==> src/rtl/st_data_sched.sv <==
// ============================================================================
// Module   : st_data_sched
// Purpose  : In-order store-data lookup scheduler with tag wakeup and squash
// Revision : 1.0
// ============================================================================
`default_nettype none

package st_data_sched_pkg;
  localparam int c_TAG_W  = 7;
  localparam int c_SQN_W  = 7;
  localparam int c_OFFS_W = 3;

  typedef logic [c_TAG_W-1:0] Tag;

  typedef struct packed {
    logic                valid;
    Tag                  tag;
    logic [c_SQN_W-1:0]  storeSqN;
    logic [c_OFFS_W-1:0] offs;
  } StDataLookupUOp;

  typedef struct packed {
    logic               taken;
    logic               flush;
    logic [c_SQN_W-1:0] storeSqN;
  } BranchProv;
endpackage

module st_data_sched
  import st_data_sched_pkg::*;
#(
  parameter int DEPTH  = 8,
  parameter int WIDTH  = 2,
  parameter int NUM_WB = 4
) (
  input  logic           clk,
  input  logic           rst,
  input  BranchProv      IN_branch,
  input  StDataLookupUOp IN_enq [WIDTH],
  output logic           OUT_enqReady,
  input  logic           IN_wbValid [NUM_WB],
  input  Tag             IN_wbTag [NUM_WB],
  input  logic           IN_ready [WIDTH],
  output StDataLookupUOp OUT_uop [WIDTH]
);

  localparam int c_IDXW = $clog2(DEPTH);
  localparam int c_CNTW = c_IDXW + 1;

  typedef logic [c_IDXW-1:0] idx_t;
  typedef logic [c_CNTW-1:0] cnt_t;

  Tag                  r_tag  [DEPTH];
  logic [c_SQN_W-1:0]  r_sqn  [DEPTH];
  logic [c_OFFS_W-1:0] r_offs [DEPTH];
  logic [DEPTH-1:0]    r_rdy;
  idx_t                r_head;
  idx_t                r_tail;
  cnt_t                r_count;

  logic       w_found;
  cnt_t       w_first;
  idx_t       w_tail_base;
  cnt_t       w_ndeq;
  cnt_t       w_nenq;
  logic       w_deq    [WIDTH];
  logic       w_acc    [WIDTH];
  idx_t       w_wr_idx [WIDTH];
  logic       w_wr_rdy [WIDTH];
  logic [DEPTH-1:0] w_wake;

  // Younger than the branch (signed wrap-aware distance) or any entry on flush.
  function automatic logic f_kill(input BranchProv br, input logic [c_SQN_W-1:0] s);
    logic [c_SQN_W-1:0] d;
    d = s - br.storeSqN;
    return br.taken && (br.flush || ($signed(d) > 0));
  endfunction

  assign OUT_enqReady = (r_count <= cnt_t'(DEPTH - WIDTH));

  // Killed entries form a suffix, so the first killed age becomes the new count.
  always_comb begin
    idx_t v_idx;
    w_found = 1'b0;
    w_first = r_count;
    v_idx   = '0;
    for (int k = 0; k < DEPTH; k++) begin
      v_idx = r_head + idx_t'(k);
      if (!w_found && (cnt_t'(k) < r_count) && f_kill(IN_branch, r_sqn[v_idx])) begin
        w_found = 1'b1;
        w_first = cnt_t'(k);
      end
    end
    w_tail_base = w_found ? (r_head + idx_t'(w_first)) : r_tail;
  end

  always_comb begin
    idx_t v_idx;
    logic v_prev_p;
    logic v_prev_d;
    logic v_pres;
    v_prev_p = 1'b1;
    v_prev_d = 1'b1;
    v_idx    = '0;
    v_pres   = 1'b0;
    w_ndeq   = '0;
    for (int i = 0; i < WIDTH; i++) begin
      v_idx  = r_head + idx_t'(i);
      v_pres = v_prev_p && (cnt_t'(i) < r_count) && r_rdy[v_idx]
               && !f_kill(IN_branch, r_sqn[v_idx]);
      OUT_uop[i].valid    = v_pres;
      OUT_uop[i].tag      = r_tag[v_idx];
      OUT_uop[i].storeSqN = r_sqn[v_idx];
      OUT_uop[i].offs     = r_offs[v_idx];
      w_deq[i] = v_pres && IN_ready[i] && v_prev_d;
      v_prev_p = v_pres;
      v_prev_d = w_deq[i];
      if (w_deq[i]) w_ndeq = w_ndeq + cnt_t'(1);
    end
  end

  always_comb begin
    cnt_t v_off;
    v_off = '0;
    for (int j = 0; j < WIDTH; j++) begin
      w_acc[j]    = OUT_enqReady && IN_enq[j].valid && !f_kill(IN_branch, IN_enq[j].storeSqN);
      w_wr_idx[j] = w_tail_base + idx_t'(v_off);
      w_wr_rdy[j] = IN_enq[j].tag[c_TAG_W-1];
      for (int w = 0; w < NUM_WB; w++)
        if (IN_wbValid[w] && (IN_wbTag[w] == IN_enq[j].tag)) w_wr_rdy[j] = 1'b1;
      if (w_acc[j]) v_off = v_off + cnt_t'(1);
    end
    w_nenq = v_off;
  end

  always_comb begin
    w_wake = '0;
    for (int e = 0; e < DEPTH; e++)
      for (int w = 0; w < NUM_WB; w++)
        if (IN_wbValid[w] && (IN_wbTag[w] == r_tag[e])) w_wake[e] = 1'b1;
  end

  always_ff @(posedge clk or posedge rst) begin
    if (rst) begin
      r_head  <= '0;
      r_tail  <= '0;
      r_count <= '0;
      r_rdy   <= '0;
    end else begin
      r_head  <= r_head + idx_t'(w_ndeq);
      r_tail  <= w_tail_base + idx_t'(w_nenq);
      r_count <= w_first - w_ndeq + w_nenq;
      for (int e = 0; e < DEPTH; e++)
        if (w_wake[e]) r_rdy[e] <= 1'b1;
      for (int j = 0; j < WIDTH; j++)
        if (w_acc[j]) r_rdy[w_wr_idx[j]] <= w_wr_rdy[j];
    end
  end

  // Payload needs no reset: rdy and count gate every use of it.
  always_ff @(posedge clk) begin
    for (int j = 0; j < WIDTH; j++) begin
      if (w_acc[j]) begin
        r_tag[w_wr_idx[j]]  <= IN_enq[j].tag;
        r_sqn[w_wr_idx[j]]  <= IN_enq[j].storeSqN;
        r_offs[w_wr_idx[j]] <= IN_enq[j].offs;
      end
    end
  end

endmodule

`default_nettype wire

==> config.mk <==
export PLATFORM = sky130hd
export DESIGN_NAME = st_data_sched
export DESIGN_NICKNAME = d
export VERILOG_FILES = /design/src/rtl/st_data_sched.sv
export SDC_FILE = /design/constraint.sdc
export NUM_CORES = 1
export LEC_CHECK = 0
export CAP_MARGIN = 25
export CORE_MARGIN = 2
export CORE_UTILIZATION = 50
export CTS_CLUSTER_DIAMETER = 80
export DETAILED_ROUTE_END_ITERATION = 8
export PLACE_DENSITY = 0.75
export SKIP_CTS_REPAIR_TIMING = 1
export SLEW_MARGIN = 25
export SYNTH_ARGS = -nofsm -noshare
export SYNTH_HDL_FRONTEND = slang
export SYNTH_SLANG_ARGS = --single-unit
export TNS_END_PERCENT = 30
==> constraint.sdc <==
create_clock -name clk -period 23.7 [get_ports clk]
set_input_delay 5.925 -clock clk [delete_from_list [all_inputs] [get_ports clk]]
set_output_delay 5.925 -clock clk [all_outputs]
set_load 0.01 [all_outputs]
Yosys cells after proc, flatten, opt, wreduce, memory -nomap -nowiden --
Memory sizes are Yosys's and may differ from the RTL's. Index checks and enable logic that the tools add are counted.
Word-level totals: register bits after elaboration 18, bits in writable memories 136, bits of input ports 81, output and inout port bits 37, word-level logic and storage cells 282, memories 3
Cells by class: $add $sub $neg 25, order comparisons 25, equal/unequal tests 40, muxes and demuxes 85, reduce and logical (&&, ||, !) cells 100
Memory list:
- r_sqn | depth 8, bits a word 7, read ports 8, clocked after Yosys merged registers in 0, wr ports 2, line 54 | logic [c_SQN_W-1:0] r_sqn [DEPTH];
- r_tag | depth 8, bits a word 7, read ports 10, clocked after Yosys merged registers in 0, wr ports 2, line 53 | Tag r_tag [DEPTH];
- r_offs | depth 8, bits a word 3, read ports 2, clocked after Yosys merged registers in 0, wr ports 2, line 55 | logic [c_OFFS_W-1:0] r_offs [DEPTH];
Operators with widths (count):
- == test 7 bit | 40
- logical AND 1 bit | 79
- > comparator 7 x 1 -> 1 bit, second input constant | 10
- subtractor 7 bit | 10
- 2-to-1 mux 1 bit | 66
- 2-to-1 mux 4 bit | 10
- bitwise mux 8 bit | 2
- < comparator 3 x 4 -> 1 bit, first input constant | 4
- < comparator 3 x 4 -> 1 bit, second input constant | 4
- 2-to-1 mux 8 bit | 2
- adder 3 bit | 4
- adder 3 bit, second input constant | 4
- logical NOT 1 bit | 11
- logical OR 1 bit | 10
- adder 4 x 1 -> 4 bit, second input constant | 2
- < comparator 1 x 4 -> 1 bit, first input constant | 2
- < comparator 2 x 4 -> 1 bit, first input constant | 2
- adder 3 x 2 -> 3 bit, second input constant | 2
- binary-select mux 1 bit (select 3 bit) | 2
- demux 1 bit (select 3 bit) | 2
- >= comparator 3 x 1 -> 1 bit, second input constant | 2
- adder 4 bit | 1
- less-or-equal comparator 4 x 3 -> 1 bit, second input constant | 1
- subtractor 4 bit | 1
- 2 further kinds | 2

Logic depth before layout (Yosys ltp) --
An unclocked memory read counts as a cell.
depth after elaboration 45, depth in mapped cells 36, depth with buffers taken out 25

Worst setup path after synthesis --
Ideal clock, no wire load.
path kind in2out, start point in IN_branch[0] (netlist name), end point out OUT_uop[17] (netlist name), data arrival time 8.503 ns, required time 17.775 ns, path slack 9.272 ns, stages on the path 8, buffers on the path 0, path through ha_1 -> fa_1 -> nand2b_1 -> a21oi_1 -> mux2i_1 -> or4_1 -> o32a_1 -> a2111oi_0
RTL lines:
- start, declared | line 38 | input BranchProv IN_branch,
- end, declared | line 44 | output StDataLookupUOp OUT_uop [WIDTH]

==> impl_metrics.yaml <==
worst_setup_path:
  critical_path_depth: 13
  crit_family: "buffers and inverters"
  cp_cell_sequence: "clkdlybuf4s50_1 > ha_1 > inv_1 > fa_1 > a21o_1 > a21oi_1 > xor2_1 > o221ai_1 > o22ai_2 > inv_1 > a221o_1 > a2111oi_0 > clkdlybuf4s50_1"
  crit_path_end_kind: "output port"
  r2r_cells: 27
  critical-path-slowest-cell: "clkdlybuf4s50_1"
  critPathMaxFanout: 10
  required_ns: 17.78
  crit_buf_inv: 4
  cp-start-kind: "input pin"
  worstPathArrival_ns: 10.07
  max_stage_delay_ns: 0.82
  critPathKind: "input pin to output port"
cells_and_area:
  antennaDiodeCount: 0
  n_fill_cell: 2800
  area_growth_pct: 11.4
  instances_no_fill: 2058
  drive_above_1_share_pct: 21.7
  fin_nets: 1765
clocking:
  tritoncts: "built"
  clkSinkCount: 154
  clockBufferDepth: 2
  cts.clk_slew.worst_paths_ns: 0.07
  clock_latency_ns: 0.45
  htreeDepth: 4
  ctsRootBufferMaster: "clkbuf_16"
  numCtsBuffers: 17
routing:
  dr.pass1.iters: 5
  route.vias.total: 13800
  routed_via_density: 6.70
  detail_route.wl_per_cell_um: 27.4
  ant_nets: 0
  post-route-drc-count: 0
  wl_um: 56300
  drt_iter0_drc: 1483
grt:
  gr-total-overflow: 0
  grt_use_met3_pct: 5.01
  grt_usage_pct: 31.7
  busiest_layer: "met2"
  antenna_found_initial: 0
  grt_pass1_vias: 13200
  grt_max_degree: 51
  grt_util_met2_pct: 51.5
  grt_pass1_wl_um: 84100
  met1_usage_pct: 41.1
yosys:
  ys_top_cells_by_area: "edfxtp_1, mux4_2, xor2_1"
  synth_area_um2: 17000
  synth_edf_count: 136
  synthFlopType: "edfxtp_1"
  synth_fp_nets: 1759
  syn-instance-count: 1591
  seq_area_frac_synth_pct: 26.6
  async_flop_share_pct: 11.7
  ys_ff_latch: 154
  synth_warnings: 0
  ys_types: 81
  synth_area_leader_cell: "edfxtp_1"
  synth_area_per_cell_um2: 10.7
  synth_top_area_share_pct: 24.0
die:
  core-area_um2: 33500
  die_y_um: 189
  rows: 67
  start_util_pct: 50.8
  num_io_pins: 118
  die_w_um: 189
  die-area_um2: 35600
timing:
  rsz0062_at_grt: "false"
  finalCriticalPeriod_ns: 16.00
  finalMaxSlewViolations: 0
  setup_viol: 0
  max_slew_margin_pct: 27.7
  fmax_ghz: 0.0625
  hold_violations: 0
  setup_tns_ns: 0
  skew_ns: 0.0249
  fin_crit_sh_pct: 67.5
  worstMarginPinSlew_ns: 1.08
run_status:
  status: "completed"
place:
  io_buffers: 117
  gp_congestion: 1.03
  dp_cells: 2025
  dpl.hpwl_um: 40400
job:
  cap_viol_max_count: 0
min_path:
  hold_path.class: "register to register"
  hold_depth: 2
==> cell usage in the layout (no fill, tap or decap), drive strengths merged, types with 10 or more instances in the layout <==
cell type	n
xor2	195
mux2	157
edfxtp	136
xnor2	118
clkdlybuf4s50	117
nand2	104
mux4	100
ha	72
nor2	59
inv	51
mux2i	43
nand4	41
nor4	38
a21oi	35
o21ai	33
buf	25
o21a	23
nand3	21
dfrtp	18
clkbuf	17
nor2b	16
fa	15
nand2b	13
a41oi	11
nor3	10
==> synthesized netlist by cell type (4+ instances only) <==
master,n
a21o_1,9
a21oi_1,34
a31oi_1,8
a32oi_1,8
a41oi_1,11
and2_1,8
buf_1,45
buf_2,8
buf_4,4
buf_6,7
clkbuf_1,91
clkinv_1,6
dfrtp_1,18
edfxtp_1,136
fa_1,15
ha_1,72
inv_1,43
mux2_2,141
mux2_4,15
mux2i_1,43
mux4_2,100
nand2_1,104
nand2b_1,13
nand3_1,17
nand3_2,4
nand4_1,41
nor2_1,59
nor2b_1,16
nor3_1,10
nor4_1,38
o211ai_1,7
o21a_1,23
o21ai_0,31
o221ai_1,4
o2bb2ai_1,4
o31a_1,5
or2_2,6
xnor2_1,118
xor2_1,194
==> cell families (layout without fill, tap and decap cells) <==
kind of cell / count (synthesis) / after routing / share of synthesized area, %
flops: 154 / 154 / 26.6
mux: 300 / 300 / 26.5
xor+xnor: 314 / 314 / 16.3
compound gates: 196 / 196 / 8.59
buf+inv: 204 / 223 / 4.95
simple gates: 336 / 336 / 10.0
fa+ha+maj: 87 / 87 / 7.05
==> stage by stage <==
stage	cell area (µm²)	hold slack [ns]	util, %	setup WS (ns)
2_1_floorplan	17000	0.600	-	9.27
3_3_place_gp	18300	0.710	54.6	7.87
3_5_place_dp	18300	0.717	54.6	7.68
4_1_cts	18900	0.736	56.5	7.67
5_1_grt	19000	0.771	56.6	7.42
6_report	19000	0.743	56.6	7.70
==> per-layer routing <==
metal	up-vias	wire length (µm)	part of all wire (%)
met5	-	0	0
met4	0	2990	5.3
met3	154	5160	9.2
met2	879	26500	47
met1	6867	21700	38
li1	5891	-	-
==> area by class of cell <==
class,instances,area (µm²),area share (%)
multi-input combinational,1233,11700,61.6
timing repair buffer,142,1370,7.20
clock buffer,17,425,2.24
tap,448,561,2.95
sequential,154,4540,23.9
inverter,49,184,0.970
clock inverter,15,201,1.06
==> final timing paths <==
path                              startpoint     endpoint  slack, ns
worst max-delay path            IN_branch[0]  OUT_uop[17]       7.70
worst min-delay path               r_tail[0]    r_tail[0]       0.74
worst max register to register     r_head[1]  r_sqn[3][6]      12.80
worst min register to register     r_tail[0]    r_tail[0]       0.74
max in group asynchronous                rst    r_head[0]      17.22
min in group asynchronous                rst   r_count[2]       5.93
==> worst min-delay path: cells and delay by family, from the launching register on <==
kind | cells | cell delay, ns
DFF | 1 | 0.40
muxes | 1 | 0.19
adders and majority gates | 1 | 0.12
==> flip-flops by register name, indices dropped and copies added (netlist names) <==
| name | count |
|---|---|
| r_head | 3 |
| r_rdy | 8 |
| r_count | 4 |
| r_tag | 56 |
| r_sqn | 56 |
| r_tail | 3 |
| r_offs | 24 |
Power is not shown: default switching activity piles up to over one toggle a cycle in this logic, so the estimate is an artifact.
